--- config.mk ---
export PLATFORM = sky130hd
export DESIGN_NAME = uncore_busctl
export DESIGN_NICKNAME = d
export VERILOG_FILES = /design/src/rtl/uncore_busctl.sv
export SDC_FILE = /design/constraint.sdc
export NUM_CORES = 1
export LEC_CHECK = 0
export ABC_AREA = 1
export BUFFER_PORTS_ARGS = -buffer_cell sky130_fd_sc_hd__buf_2
export CAP_MARGIN = 15
export CORE_MARGIN = 2
export CORE_UTILIZATION = 40
export DETAILED_ROUTE_END_ITERATION = 10
export GPL_ROUTABILITY_DRIVEN = 0
export PLACE_DENSITY = 0.71
export SYNTH_ARGS = -nofsm -noshare
export SYNTH_HDL_FRONTEND = slang
export SYNTH_SLANG_ARGS = --single-unit
--- constraint.sdc ---
create_clock -name clk_i -period 3.3 [get_ports clk_i]
set_input_delay 0.33 -clock clk_i [delete_from_list [all_inputs] [get_ports clk_i]]
set_output_delay 0.33 -clock clk_i [all_outputs]
set_load 0.02 [all_outputs]
--- src/rtl/uncore_busctl.sv ---
// uncore_busctl: request/acknowledge bus controller for the uncore targets
// (firmware ROM, RAM, MMIO). Decodes the top address bits into a one-hot
// target select, runs a registered access with wait-state tolerance and
// reports unmapped, read-only-write and timeout faults with the completion.
module uncore_busctl #(
  parameter int                 AD_LEN      = 32,
  parameter int                 BUS_WIDTH   = 32,
  parameter int                 N_TGT       = 4,
  parameter logic [N_TGT-1:0]   TGT_PRESENT = 4'b0011,
  parameter logic [N_TGT-1:0]   TGT_RO      = 4'b0001,
  parameter int                 TIMEOUT     = 16
) (
  input  logic                       clk_i,
  input  logic                       reset_i,
  input  logic                       req_i,
  input  logic                       we_i,
  input  logic [AD_LEN-1:0]          ad_i,
  input  logic [BUS_WIDTH-1:0]       data_i,
  output logic                       ready_o,
  output logic                       ack_o,
  output logic                       err_o,
  output logic [BUS_WIDTH-1:0]       data_o,
  output logic [N_TGT-1:0]           tgt_sel_o,
  output logic                       tgt_we_o,
  output logic [AD_LEN-1:0]          tgt_ad_o,
  output logic [BUS_WIDTH-1:0]       tgt_data_o,
  input  logic [N_TGT*BUS_WIDTH-1:0] tgt_data_i,
  input  logic [N_TGT-1:0]           tgt_ack_i
);

  localparam int TGT_BITS = $clog2(N_TGT);
  localparam int CNT_W    = $clog2(TIMEOUT + 1);

  typedef enum logic [1:0] {IDLE, ACCESS, DONE} state_t;

  state_t              state, state_nxt;
  logic [TGT_BITS-1:0] t_dec;
  logic [TGT_BITS-1:0] t_q;
  logic [CNT_W-1:0]    cnt;
  logic                accept;
  logic                dec_fault;
  logic                ack_hit;
  logic                tmo;

  // Wait counter increment that sticks at all-ones instead of wrapping.
  function automatic logic [CNT_W-1:0] sat_inc(input logic [CNT_W-1:0] c);
    return (c == {CNT_W{1'b1}}) ? c : c + CNT_W'(1);
  endfunction

  assign t_dec   = ad_i[AD_LEN-1 -: TGT_BITS];
  assign ready_o = (state == IDLE);

  // Next-state logic plus the per-cycle events that steer the datapath.
  always_comb begin
    state_nxt = state;
    accept    = 1'b0;
    dec_fault = 1'b0;
    ack_hit   = 1'b0;
    tmo       = 1'b0;
    case (state)
      IDLE: begin
        if (req_i) begin
          accept    = 1'b1;
          dec_fault = !TGT_PRESENT[t_dec] || (we_i && TGT_RO[t_dec]);
          state_nxt = dec_fault ? DONE : ACCESS;
        end
      end
      ACCESS: begin
        // Only the selected target's ack counts; an ack beats a timeout.
        ack_hit = tgt_ack_i[t_q];
        tmo     = !ack_hit && (cnt == CNT_W'(TIMEOUT - 1));
        if (ack_hit || tmo) state_nxt = DONE;
      end
      DONE:    state_nxt = IDLE;
      default: state_nxt = IDLE;
    endcase
  end

  // State register.
  always_ff @(posedge clk_i) begin
    if (reset_i) state <= IDLE;
    else         state <= state_nxt;
  end

  // Registered target access, wait counter and master-side completion.
  always_ff @(posedge clk_i) begin
    if (reset_i) begin
      ack_o      <= 1'b0;
      err_o      <= 1'b0;
      data_o     <= '0;
      tgt_sel_o  <= '0;
      tgt_we_o   <= 1'b0;
      tgt_ad_o   <= '0;
      tgt_data_o <= '0;
      t_q        <= '0;
      cnt        <= '0;
    end else begin
      ack_o <= 1'b0;
      err_o <= 1'b0;
      if (accept) begin
        tgt_we_o   <= we_i;
        tgt_ad_o   <= ad_i;
        tgt_data_o <= data_i;
        t_q        <= t_dec;
        cnt        <= '0;
        if (dec_fault) begin
          ack_o     <= 1'b1;
          err_o     <= 1'b1;
          data_o    <= '0;
          tgt_sel_o <= '0;
        end else begin
          tgt_sel_o <= N_TGT'(1) << t_dec;
        end
      end
      if (state == ACCESS) begin
        if (ack_hit) begin
          ack_o     <= 1'b1;
          tgt_sel_o <= '0;
          data_o    <= tgt_we_o ? '0 : tgt_data_i[int'(t_q)*BUS_WIDTH +: BUS_WIDTH];
        end else if (tmo) begin
          ack_o     <= 1'b1;
          err_o     <= 1'b1;
          tgt_sel_o <= '0;
          data_o    <= '0;
        end else begin
          cnt <= sat_inc(cnt);
        end
      end
    end
  end

endmodule

Yosys cells after proc, flatten, opt, wreduce, memory -nomap -nowiden
Cells that the tools add are included. Widths: inputs -> output; s select.

Register bits after elaboration: 112. Input bits: 200. Output and inout bits: 104. Word-level logic and storage cells: 68.

Add/sub/neg operators: 1. Magnitude comparators: 2. Eq/ne operators: 6. Shifts and indexed selects: 2. Muxes and demuxes: 39. Reduce and logical (&&, ||, !) cells: 8.

Operators with widths (number): $mux 32 (6); $shiftx 128x8->32 (1); $mux 5 (5); $mux 4 (5); $mux 1 (16); $bmux 1 s2 (3); $lt 2x3->1 const B (2); $mux 2 (3); $add 5x1->5 const B (1); $eq 5x4->1 const B (1); $eq 5x5->1 const B (1); $ne 2x2->1 const B (2); $ne 4x4->1 const B (1); $pmux 2 s2 (1); $shl 1x2->4 const A (1); $eq 2x1->1 const B (1); $logic_and 1x1->1 (2); $logic_not 1->1 (2); $logic_not 2->1 (1); $logic_or 1x1->1 (2); $reduce_and 2->1 (1).

Longest topological paths before layout
Word-level depth: 11. Mapped depth: 9. Depth with buffers taken out: 9.

Worst setup path after synthesis
No wires, ideal clock.

Path kind: register to register. Start: reg cnt[0]. End: reg data_o[23]. Library setup time: 70 ps. Arrival time: 1519 ps. Data required time: 3230 ps. Slack: 1711 ps. Cell stages (with the launch flop): 9. Path buffers: 1. Clock period less this slack: 1589 ps. Cells stage by stage: dfxtp_1 -> ha_1 -> nand2_1 -> nor2_1 -> ha_1 -> nand2_1 -> clkbuf_1 -> nand4_1 -> a21oi_1.

Word-level cells in the longest chain between the ends: 6.

RTL lines: start, declared (RTL line 39) `logic [CNT_W-1:0] cnt;`; start signal, assigned (RTL line 126) `cnt <= sat_inc(cnt);`; $eq 5x4->1 (RTL line 71) `tmo = !ack_hit && (cnt == CNT_W'(TIMEOUT - 1));`; $logic_and 1x1->1 (RTL line 71); $mux 1 (RTL line 60) `case (state)`; $mux 32 (RTL line 120) `end else if (tmo) begin`; $mux 32 (RTL line 116) `if (ack_hit) begin`; $mux 32 (RTL line 115) `if (state == ACCESS) begin`; end signal, assigned (RTL line 119) `data_o <= tgt_we_o ? '0 : tgt_data_i[int'(t_q)*BUS_WIDTH +: BUS_WIDTH];`; end, declared (RTL line 22) `output logic [BUS_WIDTH-1:0] data_o,`.

No other way between the ends. A chain may end at the register's enable or synchronous reset.

==> qor.yml <==
pre_cts_slack_ns: 1.26
die_height_um: 120
cp-end-kind: "register"
dieArea_sq_um: 14300
max-slew-margin-rel: 0.470
fp.coreArea_sq_um: 13100
syn_to_final_growth_pct: 34.4
yosys_warnings: 0
drtIter0Drc: 372
p_leak_nw: 3.71
worstSetupEndpoint: "tgt_sel_o[2]"
ctsRootBufferMaster: "clkbuf_16"
post_cts_resized: 0
first_global_vias: 5488
grt_usage: 0.220
clock_latency_ns: 0.34
period_share: 0.624
outcome: "finished, final reports clean"
netlist_area_sq_um: 5350
cp.required_ns: 3.55
remaining_drc_errors: 0
drtAntennaViolNets: 0
post_cts_buffers: 0
power_density_nw_per_um2: 455
grt_pass1_wl_mm: 26.2
layout_commonest_cell: "buf_2"
finalCriticalPeriod_ns: 2.06
finalSetupViolCount: 0
vias: 6021
start_util: 0.407
dpl.hpwl_mm: 11.8
h-tree-depth: 3
reg2reg_setup_slack_ns: 1.24
maxCapViolCount: 0
rsz0062_at_grt: "false"
wire_per_inst_um: 12.9
setup_tns_ns: 0
synthCells: 822
cts_buffers: 9
drt-total-wl_mm: 16.2
clock_sinks: 110
globalRoute.totalOverflow: 0
crit_start: "tgt_ad_o[31]"
final_cell_mix: "buf_2, nor2_1, nand2_1"
reg2reg_depth: 5
seq_area_sq_um: 2200
yosysSeqAreaShare: 0.412
vias_per_cell: 4.77
fill_cells: 1378
row_count: 42
post_synth_num_cell_types: 24
reg2reg_to: "tgt_sel_o[2]"
hold_buffers: 0
cp_max_fo: 35
die_w_um: 120
start_kind: "register"
antenna_found_initial: 0
n_antenna_cell: 0
port_buffers: 303
final_net_count: 1286
grt_max_degree: 74
rr_startpoint: "tgt_ad_o[31]"
max_clock_freq_ghz: 0.486
fin_ws_ns: 1.24
synth.avg_cell_area_sq_um: 6.51
ys_ff_latch: 110
drv_slew: 0
clk_pin_slew_ns: 0.07
io_pins: 304
fin_skew_ns: 0.00925
arrival_ns: 2.31
drive_gt1_frac: 0.314
finalHoldViolations: 0
placed_area_sq_um: 6870
fin_area_sq_um: 7190
crit_type: "register to register"
cts_buffer_depth: 2
synth_nets: 1025
cts_tree: "built"
peakVddDrop_mv: 0.245
min_path_type: "input pin to register"
multi_input_area_sq_um: 2670
worstMarginPinSlew_ns: 0.795
dr.pass1.iters: 4
## synthesized netlist by cell type (all sizes together)
| cell type | number | share of area |
|---|---|---|
| clkinv | 1 | 0.00070 |
| buf | 32 | 0.031 |
| o21ai | 92 | 0.086 |
| nand4 | 37 | 0.043 |
| inv | 53 | 0.037 |
| dfxtp | 110 | 0.41 |
| nor3b | 2 | 0.0028 |
| nand2 | 169 | 0.12 |
| nand3 | 47 | 0.048 |
| a31oi | 2 | 0.0023 |
| nor2 | 183 | 0.13 |
| ha | 3 | 0.0070 |
| clkbuf | 30 | 0.021 |
| a21oi | 61 | 0.057 |
## metrics by stage
stage	hold WS [ns]	power (mW)	instances	util
final	0.234	3.27	1263	0.547
after global routing	0.237	3.45	1263	0.547
after CTS	0.221	3.29	1262	0.545
after detailed placement	0.466	2.22	1247	0.523
after global placement	0.456	2.22	1247	0.523
after floorplan	0.469	1.95	822	-
## cell families after synthesis
| family | synth area share |
|---|---|
| buf+inv | 0.0903 |
| fa+ha+maj | 0.00702 |
| compound gates | 0.145 |
| simple gates | 0.345 |
| flops | 0.412 |
## registers in the layout (all words and copies together) (netlist names)
signal / cells
tgt_we_o: 1
tgt_data_o: 32
cnt: 5
err_o: 1
tgt_ad_o: 32
ack_o: 1
tgt_sel_o: 4
state: 2
data_o: 32
## worst max-delay path, stage by stage (launching register included)
cell	delay, ns
dfxtp_1	0.32
inv_2	0.43
nand3_2	0.22
nand3_2	0.55
nand2_1	0.23
nor3b_1	0.23
## routing by layer
metal / up-vias / track usage / wire length [um]
li1: 3173 / - / -
met3: 32 / 0.0694 / 1420
met2: 233 / 0.362 / 7340
met1: 2583 / 0.272 / 7060
met4: 0 / 0.0765 / 425
met5: - / 0 / 0
## area by class of cell
type,count,area share
multi-input combinational,596,0.371
sequential,110,0.307
timing repair buffer,312,0.223
clock buffer,10,0.0319
tap,176,0.0306
inverter,54,0.0282
clock inverter,5,0.00853
## where the power goes
group	total (mW)	switching [mW]	internal [mW]
Combinational	0.732	0.457	0.275
Clock	1.07	0.485	0.587
Sequential	1.46	0.0504	1.41
Total	3.27	0.992	2.28
## how the worst min path moves through the flow
| stage | start | to | slack (ns) | cells after the start |
|---|---|---|---|---|
| after floorplan | ad_i[30] | tgt_ad_o[30] | 0.47 | 2 |
| after global placement | tgt_data_o[12] | tgt_data_o[12] | 0.46 | 2 |
| after detailed placement | tgt_ad_o[21] | tgt_ad_o[21] | 0.47 | 2 |
| after CTS | data_i[20] | tgt_data_o[20] | 0.22 | 3 |
| after global routing | data_i[14] | tgt_data_o[14] | 0.24 | 3 |
| final | data_i[29] | tgt_data_o[29] | 0.23 | 3 |
(Power assumes the default switching activity.)
